===== src/rtl/psum_acc_spad.sv =====
// Partial-sum scratchpad with a forwarding read-modify-write accumulate pipeline,
// signed wrap/saturate arithmetic, a sticky overflow flag and a bulk-clear sweep.
module psum_acc_spad #(
  parameter int MEM_DEPTH  = 24,
  parameter int DATA_WIDTH = 16,
  parameter int ADDR_WIDTH = $clog2(MEM_DEPTH),
  parameter int SATURATE   = 0
) (
  input  logic                  clk,
  input  logic                  rst_n,
  input  logic                  i_op_valid,
  input  logic                  i_op_acc,
  input  logic [ADDR_WIDTH-1:0] i_op_addr,
  input  logic [DATA_WIDTH-1:0] i_op_data,
  output logic                  o_op_ready,
  input  logic                  i_rd_en,
  input  logic [ADDR_WIDTH-1:0] i_rd_addr,
  output logic [DATA_WIDTH-1:0] o_rd_data,
  output logic                  o_rd_valid,
  input  logic                  i_clr_start,
  output logic                  o_clr_busy,
  output logic                  o_clr_done,
  output logic                  o_ovf,
  output logic                  o_dbg_state
);

  // Handshake: an op is taken on a rising edge where i_op_valid & o_op_ready;
  // o_op_ready depends combinationally on i_clr_start so a clear always wins.

  typedef enum logic {ST_IDLE = 1'b0, ST_CLEAR = 1'b1} state_t;

  localparam logic [ADDR_WIDTH-1:0] LAST_ADDR = ADDR_WIDTH'(MEM_DEPTH - 1);
  localparam logic [DATA_WIDTH-1:0] SMAX = {1'b0, {(DATA_WIDTH-1){1'b1}}};
  localparam logic [DATA_WIDTH-1:0] SMIN = {1'b1, {(DATA_WIDTH-1){1'b0}}};

  state_t                r_state;
  logic [ADDR_WIDTH-1:0] r_ptr;
  logic                  r_clr_busy;
  logic                  r_clr_done;
  logic                  r_ovf;
  logic [DATA_WIDTH-1:0] r_mem [MEM_DEPTH];

  logic                  r_s1_valid;
  logic                  r_s1_acc;
  logic [ADDR_WIDTH-1:0] r_s1_addr;
  logic [DATA_WIDTH-1:0] r_s1_data;
  logic [DATA_WIDTH-1:0] r_s1_base;

  logic [DATA_WIDTH-1:0] r_rd_data;
  logic                  r_rd_valid;

  logic                  w_accept;
  logic                  w_op_in_range;
  logic                  w_rd_in_range;
  logic                  w_s1_in_range;
  logic [DATA_WIDTH-1:0] w_base;
  logic [DATA_WIDTH-1:0] w_sum;
  logic                  w_s1_ovf;
  logic [DATA_WIDTH-1:0] w_s1_result;
  logic [DATA_WIDTH-1:0] w_rd_value;

  assign o_op_ready    = (r_state == ST_IDLE) & ~i_clr_start;
  assign w_accept      = i_op_valid & o_op_ready;
  assign w_op_in_range = 32'(i_op_addr) < MEM_DEPTH;
  assign w_rd_in_range = 32'(i_rd_addr) < MEM_DEPTH;
  assign w_s1_in_range = 32'(r_s1_addr) < MEM_DEPTH;

  // Out-of-range entries behave as a constant 0 that is never written.
  always_comb begin
    w_base = '0;
    if (w_op_in_range) begin
      if (r_s1_valid && (r_s1_addr == i_op_addr)) w_base = w_s1_result;
      else                                        w_base = r_mem[i_op_addr];
    end
  end

  assign w_sum    = r_s1_base + r_s1_data;
  assign w_s1_ovf = r_s1_acc & (r_s1_base[DATA_WIDTH-1] == r_s1_data[DATA_WIDTH-1]) &
                    (w_sum[DATA_WIDTH-1] != r_s1_base[DATA_WIDTH-1]);

  always_comb begin
    w_s1_result = r_s1_data;
    if (r_s1_acc) begin
      if (w_s1_ovf && (SATURATE != 0)) w_s1_result = r_s1_base[DATA_WIDTH-1] ? SMIN : SMAX;
      else                             w_s1_result = w_sum;
    end
  end

  // Read sees every write that commits on the same edge it samples.
  always_comb begin
    w_rd_value = '0;
    if (!w_rd_in_range)                                     w_rd_value = '0;
    else if ((r_state == ST_CLEAR) && (i_rd_addr == r_ptr)) w_rd_value = '0;
    else if (r_s1_valid && (r_s1_addr == i_rd_addr))        w_rd_value = w_s1_result;
    else                                                    w_rd_value = r_mem[i_rd_addr];
  end

  // During CLEAR stage 1 is always empty, so the sweep and commit never collide.
  always_ff @(posedge clk) begin
    if (r_state == ST_CLEAR)                r_mem[r_ptr]     <= '0;
    else if (r_s1_valid && w_s1_in_range)   r_mem[r_s1_addr] <= w_s1_result;
  end

  always_ff @(posedge clk or negedge rst_n) begin
    if (!rst_n) begin
      r_state    <= ST_IDLE;
      r_ptr      <= '0;
      r_clr_busy <= 1'b0;
      r_clr_done <= 1'b0;
      r_ovf      <= 1'b0;
      r_s1_valid <= 1'b0;
      r_s1_acc   <= 1'b0;
      r_s1_addr  <= '0;
      r_s1_data  <= '0;
      r_s1_base  <= '0;
      r_rd_data  <= '0;
      r_rd_valid <= 1'b0;
    end else begin
      r_clr_done <= 1'b0;
      r_s1_valid <= w_accept;
      if (w_accept) begin
        r_s1_acc  <= i_op_acc;
        r_s1_addr <= i_op_addr;
        r_s1_data <= i_op_data;
        r_s1_base <= w_base;
      end
      if (r_s1_valid && w_s1_ovf) r_ovf <= 1'b1;
      case (r_state)
        ST_IDLE: begin
          if (i_clr_start) begin
            r_state    <= ST_CLEAR;
            r_ptr      <= '0;
            r_clr_busy <= 1'b1;
            r_ovf      <= 1'b0;
          end
        end
        ST_CLEAR: begin
          if (r_ptr == LAST_ADDR) begin
            r_state    <= ST_IDLE;
            r_ptr      <= '0;
            r_clr_busy <= 1'b0;
            r_clr_done <= 1'b1;
          end else begin
            r_ptr <= r_ptr + 1'b1;
          end
        end
        default: r_state <= ST_IDLE;
      endcase
      r_rd_valid <= i_rd_en;
      if (i_rd_en) r_rd_data <= w_rd_value;
    end
  end

  assign o_rd_data   = r_rd_data;
  assign o_rd_valid  = r_rd_valid;
  assign o_clr_busy  = r_clr_busy;
  assign o_clr_done  = r_clr_done;
  assign o_ovf       = r_ovf;
  assign o_dbg_state = r_state;

endmodule


===== config.mk =====
export PLATFORM = sky130hd
export DESIGN_NAME = psum_acc_spad
export DESIGN_NICKNAME = d
export VERILOG_FILES = /design/src/rtl/psum_acc_spad.sv
export SDC_FILE = /design/constraint.sdc
export NUM_CORES = 1
export LEC_CHECK = 0
export CAP_MARGIN = 40
export CORE_AREA = 2 2 239 241
export DETAILED_ROUTE_END_ITERATION = 8
export DIE_AREA = 0 0 241 243
export PLACE_DENSITY = 0.67
export SLEW_MARGIN = 0
export SYNTH_ARGS = -nofsm -noshare
export SYNTH_HDL_FRONTEND = slang
export SYNTH_SLANG_ARGS = --single-unit

===== constraint.sdc =====
create_clock -name clk -period 5.2 [get_ports clk]
set_clock_uncertainty 0.15 [all_clocks]
set_input_delay 1.04 -clock clk [delete_from_list [all_inputs] [get_ports clk]]
set_output_delay 1.04 -clock clk [all_outputs]
set_load 0.01 [all_outputs]

; After elaboration in Yosys (flattened, before gate mapping)
; Memory sizes are Yosys's and may differ from the RTL's.
; Index checks and enable logic that the tools add are counted.
[totals]
reg_bits = 65
latch_bits = 0
ramBits = 384
romBits = 0
input_bits = 32
output_inout_bits = 22
mem_count = 1
[op_classes]
add_sub_neg = 2
multipliers = 0
n_div = 0
n_lt_le_gt_ge = 3
eq_ne = 8
shift = 0
n_mux = 28
n_bitwise = 6
n_reduce_logical = 7
[mem_list]
columns = memory, depth, width, rd, rd_clocked_by_memory_dff, write_ports, line
row1 = r_mem, 24, 16, 2, 0, 1, 41  ; logic [DATA_WIDTH-1:0] r_mem [MEM_DEPTH];
[ops]
columns = op, n
row1 = $mux 16, 7
row2 = $add 16x16->16, 1
row3 = $reduce_or 16->1, 1
row4 = $eq 5x5->1, 3
row5 = $lt 5x5->1 const B, 3
row6 = $mux 1, 15
row7 = $mux 5, 3
row8 = $pmux 5 s2, 1
row9 = $add 5x1->5 const B, 1
row10 = $eq 5x5->1 const B, 1
row11 = $logic_and 1x1->1, 5
row12 = $and 1x1->1, 4
row13 = $pmux 1 s2, 2
row14 = $ne 2x1->1 const B, 1
row15 = $ne 2x2->1 const B, 1
row16 = $not 1->1, 2
row17 = $reduce_and 2->1, 1
row18 = $eq 1x1->1, 1
row19 = $ne 1x1->1, 1

; Longest topological paths before layout
; Gate-level depths: netlist of the first run.
[logic_depth]
depth_word = 7
ltp_mapped = 10
ltp_nobuf = 9

; Worst setup path after synthesis of the first run
; Ideal clock, no wire load.
[synth_path]
path_kind = register to register
start = register r_s1_data[8]
end = memory r_mem[0][15], data pin
t_arrival_ns = 2.718
required_ns = 4.700
path_slack_ns = 1.982
path_stages_with_launch = 9
n_path_buf = 1
synth_period_minus_slack_ns = 3.218
path_cell_list = dfrtp_1 ha_1 buf_2 a21o_1 a31oi_2 o221a_2 a21oi_1 or3_1 a31oi_1
[synth_between]
elab_chain_len = 3
[synth_lines]
columns = element, line
row1 = from (decl), 46  ; logic [DATA_WIDTH-1:0] r_s1_data;
row2 = from (signal assigned), 124  ; r_s1_data <= i_op_data;
row3 = $add 16x16->16, 77  ; assign w_sum = r_s1_base + r_s1_data;
row4 = $mux 16, 83  ; if (r_s1_acc) begin
row5 = $mux 16 (no line), -
row6 = to (decl), 41
; Every way passes these cells.

; Worst setup path in the final report of the first run
[layout_path]
start = input i_clr_start
end = output o_op_ready
[layout_between]
elab_chain_len = 2
[layout_lines]
columns = element, line
row1 = from (decl), 20  ; input logic i_clr_start,
row2 = $not 1->1, 62  ; assign o_op_ready = (r_state == ST_IDLE) & ~i_clr_start;
row3 = $and 1x1->1, 62
row4 = to (decl), 15  ; output logic o_op_ready,
; Every way passes these cells.

==> results.yml, run 1 <==
run_status:
  outcome: "finished clean"
synthesis:
  synth.distinct_cells: 78
  netlist.area_leader.share_pct: 52.0
  yosys_most_used_dff: "edfxtp_1"
  synth_top_area_cell: "edfxtp_1"
  synth_fp_nets: 1428
  synth_area_mm2: 0.0222
  yosysSeqAreaShare_pct: 59.4
  netlist_instances: 1379
  synth.ff_latch_count: 449
  ys_warn_count: 0
  synth_edf_count: 384
  synth_top_cells_by_area: "edfxtp_1, mux4_2, dfrtp_1"
  synthArstFlopShare_pct: 14.5
  avgSynthCellArea_um2: 16.1
clocking:
  postCtsSetupBuffers: 0
  htreeDepth: 2
  cts_tree: "yes"
  root_buffer: "clkbuf_16"
  cts_hold_buf: 0
  cts_resized: 0
  cts.sinks: 449
  numCtsBuffers: 47
  clock_tree.buffer_depth: 3
  path_clk_slew_ps: 60
  insertion_delay_ps: 600
pwr:
  swShare_pct: 32.4
  p_int_w: 0.00738
  clockPowerShare_pct: 30.1
  seq_power_share_pct: 43.5
  vdd_drop_max_mv: 0.301
  p_per_area_mw_per_mm2: 431
  p_leak_nw: 9.16
  combPwrFrac_pct: 26.4
  netSwitchingPower_w: 0.00354
final_layout:
  drive_gt1_share_pct: 26.2
  seq_area_mm2: 0.0132
  fill_cells: 4857
  multiInputGateArea_mm2: 0.00852
  fin_nets: 1494
  area_growth_pct: 14.3
  antenna_cells: 0
detailed_routing:
  viasPerCell: 6.24
  drtAntennaViolNets: 0
  num_vias: 13976
  drtIter0Drc: 1755
  drc_errors: 0
  wl_um: 62200
  wire_per_inst_um: 27.8
  firstDrtPassIters: 5
sta:
  finalSetupTns_ps: 0
  worst_slew_pin_slew_ps: 905
  setup_viol: 0
  min_period_ps: 3580
  hold_viol: 0
  layout_setup_ws_ps: 1620
  slew_headroom_pct: 39.6
  rsz0062_at_grt: "no"
  min_period_over_period_pct: 68.9
  finalMaxSlewViolations: 0
  fmax_mhz: 279
  fin_hold_ws_ps: 350
die:
  io_pins: 54
  core_area_mm2: 0.0560
  rows: 87
  die_x_um: 241
  die_h_um: 243
  dieArea_mm2: 0.0586
  start_util_pct: 39.6
grt:
  grt_pass1_wl_um: 91200
  grt_max_degree: 66
  grt_pass1_vias: 13819
  antenna_found_initial: 1
  gr-total-overflow: 0
  grt_usage_pct: 21.3
worst_setup_path:
  cp.depth: 3
  crit_top_cell: "clkdlybuf4s50_1"
  worstPathCellList: "clkdlybuf4s50_1 -> nor2_1 -> clkdlybuf4s50_1"
  max_stage_delay_ps: 610
  crit_buf_inv: 2
  critical_path_arrival_ps: 2390
  crit_fanout: 5
  end_kind: "output pin"
  path_delay_family: "buffers and inverters"
  critical_path.startpoint_type: "input pin"
  required_ps: 4010
  reg2reg_depth: 5
  critPathSlowestCell: "clkdlybuf4s50_1"
  worstSetupPathType: "input pin to output pin"
place:
  place_ws_ps: 1290
  finalWeightedCongestion: 0.859
  io_buffer_count: 53
  dp_hpwl_um: 39300
worst_hold_path:
  hold_path.class: "register to register"
  whs_path_depth: 2
flow_run:
  maxCapViolCount: 0
-- per-layer routing --
| layer | up-vias | global-route usage [%] | wire, µm |
|---|---|---|---|
| li1 | 5786 | - | - |
| met1 | 7255 | 28.7 | 24500 |
| met3 | 159 | 5.22 | 6150 |
| met4 | 0 | 7.99 | 2310 |
| met5 | - | 0 | 0 |
| met2 | 776 | 33.4 | 29200 |
-- synth_stat cells, types with 16 or more instances --
library cell  number
mux4_2           169
ha_1              16
buf_2             29
mux2i_1           90
a21oi_1           48
inv_1             23
dfrtp_1           65
o22ai_1           16
edfxtp_1         384
clkbuf_1          35
o21ai_1           23
o221ai_1          18
o21ai_0           42
a22oi_1           18
nor2_1            57
mux2_2            49
nand2_1           77
-- placed cells by master, fill, tap and decap left out, types with 10 or more instances in the layout --
| master | count |
|---|---|
| a21oi_1 | 48 |
| a22oi_1 | 18 |
| buf_4 | 53 |
| clkbuf_1 | 12 |
| clkbuf_16 | 47 |
| clkdlybuf4s50_1 | 46 |
| dfrtp_1 | 65 |
| edfxtp_1 | 384 |
| ha_1 | 16 |
| inv_1 | 23 |
| mux2_2 | 49 |
| mux2i_1 | 90 |
| mux4_2 | 169 |
| nand2_1 | 77 |
| nand2b_1 | 13 |
| nand3_1 | 10 |
| nor2_1 | 33 |
| nor2_2 | 12 |
| nor2_4 | 12 |
| o21ai_0 | 42 |
| o21ai_1 | 23 |
| o221ai_1 | 18 |
| o22ai_1 | 16 |
| xor2_1 | 12 |
-- tightest hold or removal path, delay by kind of cell (launching register included) --
family | cells | cell delay [ps]
AOI/OAI and AO/OA | 1 | 60
DFF | 1 | 340
and+or+nand+nor | 1 | 50
-- cells by family after synthesis --
group	synth area share, %
DFF	59.4
AOI/OAI and AO/OA	7.67
and+or+nand+nor	4.44
adders and majority gates	0.994
xor gates and xnor gates	0.751
buffers and inverters	2.73
muxes	24.0
-- final timing paths --
kind,slack [ps],to,startpoint
worst min register to register,350,r_s1_base[0]$_DFFE_PN0P_,r_s1_base[0]$_DFFE_PN0P_
worst min-delay path,350,r_s1_base[0]$_DFFE_PN0P_,r_s1_base[0]$_DFFE_PN0P_
min in group asynchronous,420,r_s1_addr[0]$_DFFE_PN0P_,rst_n
max in group asynchronous,3920,r_s1_base[11]$_DFFE_PN0P_,rst_n
worst max-delay path,1620,o_op_ready,i_clr_start
worst max register to register,1720,r_mem[9][7]$_DFFE_PP_,o_dbg_state$_DFF_PN0_
-- state kept, by name (all words and copies together), names as in the netlist --
signal,cells
o_ovf,1
o_rd_valid,1
o_clr_done,1
o_dbg_state,1
r_mem,384
r_s1_acc,1
o_rd_data,16
r_s1_addr,5
r_s1_data,16
r_s1_base,16
o_clr_busy,1
r_ptr,5
r_s1_valid,1
-- layout make-up --
class	instances	area share (%)
Inverter	23	0.341
Timing Repair Buffer	114	4.50
Multi-Input combinational cell	810	33.6
Tap cell	756	3.74
Sequential cell	449	52.0
Clock inverter	25	0.894
Clock buffer	61	4.93
-- power by group through the flow --
stage                     sequential, W  clock [W]  combinational [W]
after floorplan                 0.00464          0            0.00188
after global routing            0.00480    0.00347            0.00308
after global placement          0.00479          0            0.00267
after CTS                       0.00474    0.00334            0.00285
after detailed placement        0.00481          0            0.00283
final                           0.00475    0.00328            0.00288
-- per-stage QoR --
step | instances | cell area [µm²] | util, % | total power (W)
final | 2238 | 25300 | 45.3 | 0.0109
after global routing | 2238 | 25300 | 45.3 | 0.0113
after CTS | 2238 | 25300 | 45.3 | 0.0109
after detailed placement | 2152 | 23800 | 42.6 | 0.00764
after global placement | 2135 | 23600 | 42.1 | 0.00746
after floorplan | 1379 | 22200 | - | 0.00651
(Power assumes the default switching activity.)
==> run 2: changes to the inputs <==
- PLACE_DENSITY: 0.67 -> 0.69
- clock period: 5.2 -> 3.01 ns (I/O delays scaled with it)
==> run 2 against run 1 <==
Critical path depth rose by 6. Largest power group unchanged. Die area did not move. Total power rose by 79%. Highest routed layer unchanged. Register-to-register slack got worse by 1600 ps. Critical path type is now register to register.
==> results.yml, run 2 (same netlist as run 1, synthesis figures left out) <==
clocking:
  cts.sinks: 449
  htreeDepth: 2
  numCtsBuffers: 46
  root_buffer: "clkbuf_16"
  insertion_delay_ps: 590
  cts_tree: "yes"
  clock_tree.buffer_depth: 3
  path_clk_slew_ps: 60
die:
  dieArea_mm2: 0.0586
  core_area_mm2: 0.0560
  start_util_pct: 39.6
  die_x_um: 241
  io_pins: 54
  die_h_um: 243
  rows: 87
sta:
  finalMaxSlewViolations: 0
  fmax_mhz: 342
  min_period_ps: 2920
  slew_headroom_pct: 43.7
  layout_setup_ws_ps: 85.1
  min_period_over_period_pct: 97.2
  setup_viol: 0
  worst_slew_pin_slew_ps: 833
  finalSetupTns_ps: 0
  hold_viol: 0
pwr:
  seq_power_share_pct: 41.6
  p_per_area_mw_per_mm2: 738
  netSwitchingPower_w: 0.00620
  clockPowerShare_pct: 30.3
  vdd_drop_max_mv: 0.520
  swShare_pct: 31.8
  combPwrFrac_pct: 28.1
  p_int_w: 0.0133
  p_leak_nw: 9.82
  p_total_w: 0.0195
flow_run:
  maxCapViolCount: 0
grt:
  grt_max_degree: 36
  grt_pass1_wl_um: 93700
  grt_use_met3_pct: 3.97
  grt_use_met1_pct: 29.1
  antenna_found_initial: 0
  grt_pass1_vias: 14438
  gr-total-overflow: 0
  busiest_layer: "met2"
  grt_usage_pct: 21.6
  use_met2_pct: 35.4
place:
  place_ws_ps: 31.6
  io_buffer_count: 53
  dp_hpwl_um: 42000
  finalWeightedCongestion: 0.881
  place_area_mm2: 0.0248
worst_setup_path:
  reg2reg_to: "r_mem[13][12]$_DFFE_PP_"
  end_kind: "register"
  critical_path_arrival_ps: 3120
  crit_fanout: 24
  crit_start: "r_s1_data[2]$_DFFE_PN0P_"
  rr_startpoint: "r_s1_data[2]$_DFFE_PN0P_"
  required_ps: 3200
  reg2reg_depth: 9
  cp-endpoint: "r_mem[13][12]$_DFFE_PP_"
  r2r_slack_ps: 90
  critical_path.startpoint_type: "register"
  worstSetupPathType: "register to register"
detailed_routing:
  wl_um: 62600
  num_vias: 14368
  wire_per_inst_um: 26.7
  viasPerCell: 6.11
  drtAntennaViolNets: 0
  drtIter0Drc: 1734
  drc_errors: 0
  firstDrtPassIters: 5
final_layout:
  most-common-layout-cells: "edfxtp_1, mux4_2, buf_4"
  layout_commonest_cell: "edfxtp_1"
  largest_reg_flops: 384
  antenna_cells: 0
  finish.instance_area_mm2: 0.0264
  fin_nets: 1607
  drive_gt1_share_pct: 32.7
  area_growth_pct: 19.3
  top_register: "r_mem"
worst_hold_path:
  hold_path.class: "register to register"
run_status:
  outcome: "finished clean"
## run 2: changes by cell type in the layout (fill, tap and decap cells not counted), moves of 2 or more
cell        delta
a31oi_4        +2
bufinv_16      +3
clkinvlp_4     +2
nor2_4        -12
nor2_2        +15
buf_16         -3
clkinv_2       +2
clkbuf_1      -11
buf_4         +97
a31oi_1        -2
nor2_1         -3
buf_12        +18
## run 2: worst min path at each step
stage	from	cells after the start	to	slack, ps
after global routing	i_op_addr[0]	4	r_s1_addr[0]$_DFFE_PN0P_	370
after detailed placement	r_s1_base[0]$_DFFE_PN0P_	2	r_s1_base[0]$_DFFE_PN0P_	330
after global placement	r_s1_base[0]$_DFFE_PN0P_	2	r_s1_base[0]$_DFFE_PN0P_	330
final	r_s1_base[2]$_DFFE_PN0P_	2	r_s1_base[2]$_DFFE_PN0P_	350
after CTS	i_op_addr[0]	4	r_s1_addr[0]$_DFFE_PN0P_	350
after floorplan	rst_n	0	o_clr_busy$_DFFE_PN0P_	160
## run 2: power groups by stage
stage	sequential, W	clock, W	combinational [W]
global placement	0.00818	0	0.00518
floorplan	0.00801	0	0.00325
detailed placement	0.00821	0	0.00523
global route	0.00819	0.00624	0.00590
CTS	0.00810	0.00598	0.00528
finish	0.00812	0.00590	0.00548
## run 2: cell type report
class / count / area, µm²
multi-input combinational: 810 / 8530
fill: 4698 / 29500
tap: 756 / 946
clock buffer: 49 / 1180
clock inverter: 35 / 370
timing repair buffer: 228 / 2160
inverter: 23 / 86.3
sequential: 449 / 13200
## run 2: critical path: stages, from the launching register on
cell and delay [ps]:
dfrtp_1 380, ha_1 360, nor2b_1 170, o31a_1 300, buf_4 160, o21a_1 210, or4_4 500, a31oi_4 210
nor2_2 70, buf_12 160
## run 2: through the flow
step / instances / utilization (%) / hold WS [ps]
after floorplan: 1379 / - / 156
after global placement: 2259 / 44.2 / 331
after detailed placement: 2260 / 44.3 / 334
after CTS: 2345 / 47.1 / 350
after global routing: 2350 / 47.2 / 373
final: 2350 / 47.2 / 350
## run 2: per-layer routing
layer	share of wire, %	wire [µm]	vias up
met4	3.1	1960	0
met3	9.3	5850	120
li1	-	-	6006
met5	0	0	-
met1	39	24400	7432
met2	49	30500	810
## run 2: repair_timing
item | CTS | global route
setup endpoints to repair | 39 | 158
setup buffers | 0 | 4
pin swaps | 1 | 4
endpoints found under the hold margin | 20 | 0
resized for setup | 1 | 13
hold buffers | 1 | 0
==> run 3: changes to the inputs <==
- PLACE_DENSITY: 0.69 -> 0.67
- clock period: 3.01 -> 3.3 ns (I/O delays scaled with it)
==> run 3 against run 2 <==
Final cell count down 2.9%. Worst hold slack better by 0.54 ps. Total power down 13%. Clock power down 16%. Sequential share of layout area up 1.6 points. Via count down 2.8%. Setup slack better by 100 ps. First-iteration DRC count down 14%. Utilization down 1.5 points. Combinational power down 16%. Global-route usage up 0.18 points. Routed wire length up 1.0%. Highest routed layer unchanged.
==> results.yml, run 3 (same netlist as run 1, synthesis figures left out) <==
grt:
  gr-total-overflow: 0
  antenna_found_initial: 0
  grt_usage_pct: 21.8
  grt_pass1_wl_um: 93300
  grt_pass1_vias: 14115
  grt_max_degree: 46
clocking:
  path_clk_slew_ps: 60
  insertion_delay_ps: 590
  cts_resized: 0
  root_buffer: "clkbuf_16"
  htreeDepth: 2
  cts_tree: "yes"
  clock_tree.buffer_depth: 3
  cts.sinks: 449
  numCtsBuffers: 47
place:
  finalWeightedCongestion: 0.848
  dp.cells: 2198
  place_ws_ps: 233
  io_buffer_count: 53
  dp_hpwl_um: 40800
final_layout:
  instances_no_fill: 2283
  largest_reg_flops: 384
  antenna_cells: 0
  layout_commonest_cell: "edfxtp_1"
  fin_nets: 1541
  most-common-layout-cells: "edfxtp_1, mux4_2, buf_4"
  area_growth_pct: 15.6
  top_register: "r_mem"
  drive_gt1_share_pct: 28.4
worst_setup_path:
  reg2reg_depth: 8
  critical_path.startpoint_type: "register"
  critical_path_arrival_ps: 3360
  crit_fanout: 24
  required_ps: 3540
  cp-endpoint: "r_mem[21][15]$_DFFE_PP_"
  reg2reg_to: "r_mem[21][15]$_DFFE_PP_"
  worstSetupPathType: "register to register"
  r2r_slack_ps: 190
  end_kind: "register"
  crit_start: "r_s1_data[8]$_DFFE_PN0P_"
  rr_startpoint: "r_s1_data[8]$_DFFE_PN0P_"
sta:
  setup_viol: 0
  worst_slew_pin_slew_ps: 753
  finalMaxSlewViolations: 0
  layout_setup_ws_ps: 187
  min_period_over_period_pct: 94.3
  finalSetupTns_ps: 0
  hold_viol: 0
  rsz0062_at_grt: "no"
  fin_hold_ws_ps: 351
  slew_headroom_pct: 49.8
  fmax_mhz: 321
  min_period_ps: 3110
die:
  rows: 87
  io_pins: 54
  die_h_um: 243
  die_x_um: 241
  start_util_pct: 39.6
  dieArea_mm2: 0.0586
  core_area_mm2: 0.0560
worst_hold_path:
  hold_path.class: "register to register"
  whs_path_depth: 2
pwr:
  p_per_area_mw_per_mm2: 664
  clockPowerShare_pct: 29.2
  seq_power_share_pct: 43.7
  p_leak_nw: 9.36
  combPwrFrac_pct: 27.1
  p_int_w: 0.0115
  vdd_drop_max_mv: 0.393
  netSwitchingPower_w: 0.00550
  p_total_w: 0.0170
  swShare_pct: 32.3
detailed_routing:
  wire_per_inst_um: 27.7
  firstDrtPassIters: 5
  wl_um: 63300
  drtAntennaViolNets: 0
  drtIter0Drc: 1491
  num_vias: 13970
  viasPerCell: 6.12
  drc_errors: 0
flow_run:
  maxCapViolCount: 0
run_status:
  outcome: "finished clean"
[run 3: worst max-delay path, cell delays in order (launching register included)]
cell and delay [ps]:
dfrtp_1 420, ha_1 430, a21o_1 250, a31oi_2 320
o221a_2 330, a21oi_1 120, or3_1 440, a31oi_1 160
buf_4 290
[run 3: area by class of cell]
type                            instances  area (µm²)
Fill cell                            4829       30300
Sequential cell                       449       13200
Multi-Input combinational cell        810        8460
Timing Repair Buffer                  161        1540
Clock buffer                           61        1250
Tap cell                              756         946
Clock inverter                         23         165
Inverter                               23        86.3
[run 3: how the worst min path moves through the flow]
stage	startpoint	endpoint	slack, ps
global route	r_s1_base[4]$_DFFE_PN0P_	r_s1_base[4]$_DFFE_PN0P_	380
global placement	r_s1_base[0]$_DFFE_PN0P_	r_s1_base[0]$_DFFE_PN0P_	330
floorplan	rst_n	o_clr_busy$_DFFE_PN0P_	210
CTS	r_s1_base[4]$_DFFE_PN0P_	r_s1_base[4]$_DFFE_PN0P_	350
finish	r_s1_base[4]$_DFFE_PN0P_	r_s1_base[4]$_DFFE_PN0P_	350
detailed placement	r_s1_base[4]$_DFFE_PN0P_	r_s1_base[4]$_DFFE_PN0P_	340
[run 3: what timing repair did]
item,in CTS,in global routing
hold buffers,1,0
hold endpoints to repair,29,0
setup buffers,0,0
[run 3: layer usage]
layer  GRT usage (%)  wire, µm  up-vias
li1                -         -     5866
met1            28.2     24700     7262
met2            34.9     30100      720
met3            6.40      6300      122
met4            7.61      2160        0
met5               0         0        -
[run 3: power by group through the flow]
stage / Combinational, W / Sequential (W) / Clock (W)
after floorplan: 0.00296 / 0.00731 / 0
after detailed placement: 0.00455 / 0.00752 / 0
after global routing: 0.00494 / 0.00750 / 0.00528
after global placement: 0.00450 / 0.00749 / 0
after CTS: 0.00457 / 0.00742 / 0.00504
final: 0.00461 / 0.00743 / 0.00496
[run 3: through the flow]
step	cell area, µm²	utilization, %
2_1_floorplan	22200	-
3_3_place_gp	24200	43.2
3_5_place_dp	24200	43.2
4_1_cts	25600	45.8
5_1_grt	25600	45.8
6_report	25600	45.8
==> patch: new RTL, settings of run 2 <==
Put one more register stage on the output `o_dbg_state`. The value now appears one clock later. The other outputs are not delayed to match.
--- a/src/rtl/psum_acc_spad.sv
+++ b/src/rtl/psum_acc_spad.sv
@@ -158,3 +158,5 @@
   assign o_ovf       = r_ovf;
-  assign o_dbg_state = r_state;
+  always_ff @(posedge clk) begin
+    o_dbg_state <= r_state;
+  end
 
Formal check against the unedited RTL: not equivalent (Yosys sat finds a counterexample within 4 cycles, from zero or initial values and one cycle with rst_n low).
==> patch against run 2 <==
Sequential share of layout area rose by 0.28 points. Design area fell by 0.40%. Power fell by 1.0%. Sequential cell count rose by 1. Highest routed layer is now met5. Wire length rose by 0.83%. Synthesized area barely moved. Worst setup slack got worse by 0.0066 ns. Critical path depth fell by 1.
==> patch: results (changes against run 2) <==
p_int_uw: 13200  # -1.1%
numCtsBuffers: 48  # +4.3%
worstPathArrival_ns: 3.22  # +0.10 ns
track_usage_pct: 21.8  # +0.17 points
max-vdd-ir-drop_mv: 0.453  # -13%
rr_startpoint: "r_s1_data[8]"
reg2reg_depth: 8  # -1
async_reset_ff_share_pct: 14.4  # -0.032 points
nets: 1588  # -1.2%
grt_max_degree: 45  # +25%
whs_ns: 0.345  # -0.00470 ns
routabilityCongestion: 0.899  # +2.1%
finalWirelength_um: 63200  # +0.83%
drive_gt1_share_pct: 31.3  # -1.4 points
dp_cells: 2242  # -0.80%
via_count: 14300  # -0.63%
yosys-top-cells-area: "edfxtp_1, mux4_2, dfrtp_1"
synth_cell_types: 79  # +1.3%
seq_area_frac_synth_pct: 59.4  # about the same
viasPerCell: 6.13  # +0.22%
synth.area.mux_share_pct: 24.0  # about the same
dp_hpwl_um: 41700  # -0.84%
fill_cells: 4739  # +0.87%
holdPathEnd: "o_rd_data[3]"
r2r-end: "r_mem[22][15]"
grt_pass1_wl_um: 94700  # +1.1%
synthAdderAreaFrac_pct: 0.993  # about the same
postSynthAreaPerCell_um2: 16.1  # about the same
drt_iter0_markers: 1656  # -4.5%
slew-limit-headroom_pct: 50.3  # +6.6 points
worstHoldStart: "o_rd_data[3]"
placed_cell_area_mm2: 0.0247  # -0.21%
antenna_found_initial: 2  # +2
grt_pass1_vias: 14500  # +0.47%
synthXorXnorAreaFrac_pct: 0.750  # about the same
hold_depth: 1  # -1
synth_compound_area_share_pct: 7.66  # about the same
leakagePower_uw: 0.00971  # -1.1%
status: "finished clean"
## patch: critical path, cell delays in order (launching register included)
cell and delay [ns]:
dfrtp_1 0.40, ha_2 0.43, a21o_1 0.22, a31oi_4 0.14
o221a_4 0.35, and3_1 0.21, or3_1 0.42, a31oi_4 0.25
buf_12 0.20
## patch: layout make-up
| cell class | count | area (um2) | share of cell area, % |
|---|---|---|---|
| clock inverter | 21 | 179 | 0.680 |
| sequential | 450 | 13200 | 50.1 |
| timing repair buffer | 206 | 2060 | 7.82 |
| tap | 756 | 946 | 3.59 |
| clock buffer | 64 | 1330 | 5.05 |
| inverter | 23 | 86.3 | 0.328 |
| multi-input combinational | 810 | 8540 | 32.5 |
## patch: metal layers
layer | routed length (um) | track usage (%) | vias to the layer above | part of all wire [%]
met5 | 13 | 0 | - | 0.021
li1 | - | - | 5961 | -
met4 | 2230 | 7.33 | 2 | 3.5
met3 | 5600 | 4.42 | 133 | 8.9
met1 | 25000 | 29.3 | 7440 | 40
met2 | 30300 | 35.3 | 741 | 48
## patch: cells by family after synthesis
logic type               count (synthesis)
AO/OA/AOI/OAI                          249
buffers and inverters                  120
AND/OR/NAND/NOR                        211
XOR/XNOR                                19
flip-flops                             450
multiplexers                           314
adder cells (fa/ha/maj)                 17
## patch: per-stage QoR
stage          setup slack [ns]  utilization (%)
2_1_floorplan             0.106                -
4_1_cts                  0.0197             46.9
3_5_place_dp            -0.0649             44.2
6_report                 0.0784             47.0
3_3_place_gp             -0.130             44.1
5_1_grt                  0.0101             47.0
## patch: what timing repair did
action | 4_1_cts | 5_1_grt
endpoints found under the setup margin | 24 | 144
hold endpoints to repair | 30 | 0
buffers inserted | 2 | 0
resized for setup | 2 | 12
pin swaps | 1 | 1
hold buffers | 1 | 0
## patch: worst max-delay path by stage
stage	start	to	slack [ns]	cells past startpoint
3_3_place_gp	r_s1_data[0]	r_mem[12][6]	-0.13	9
4_1_cts	r_s1_data[0]	r_mem[9][12]	0.02	11
2_1_floorplan	r_s1_data[8]	r_mem[0][15]	0.11	8
5_1_grt	r_s1_base[0]	r_mem[17][14]	0.01	11
3_5_place_dp	r_s1_data[0]	r_mem[22][15]	-0.06	9
6_report	r_s1_data[8]	r_mem[22][15]	0.08	8
## patch: power groups by stage
stage	sequential, uW	combinational [uW]	clock (uW)
after floorplan	8030	3250	0
after global placement	8210	5060	0
after detailed placement	8260	5150	0
after global routing	8240	5790	6080
after CTS	8140	5200	5830
final	8160	5400	5740
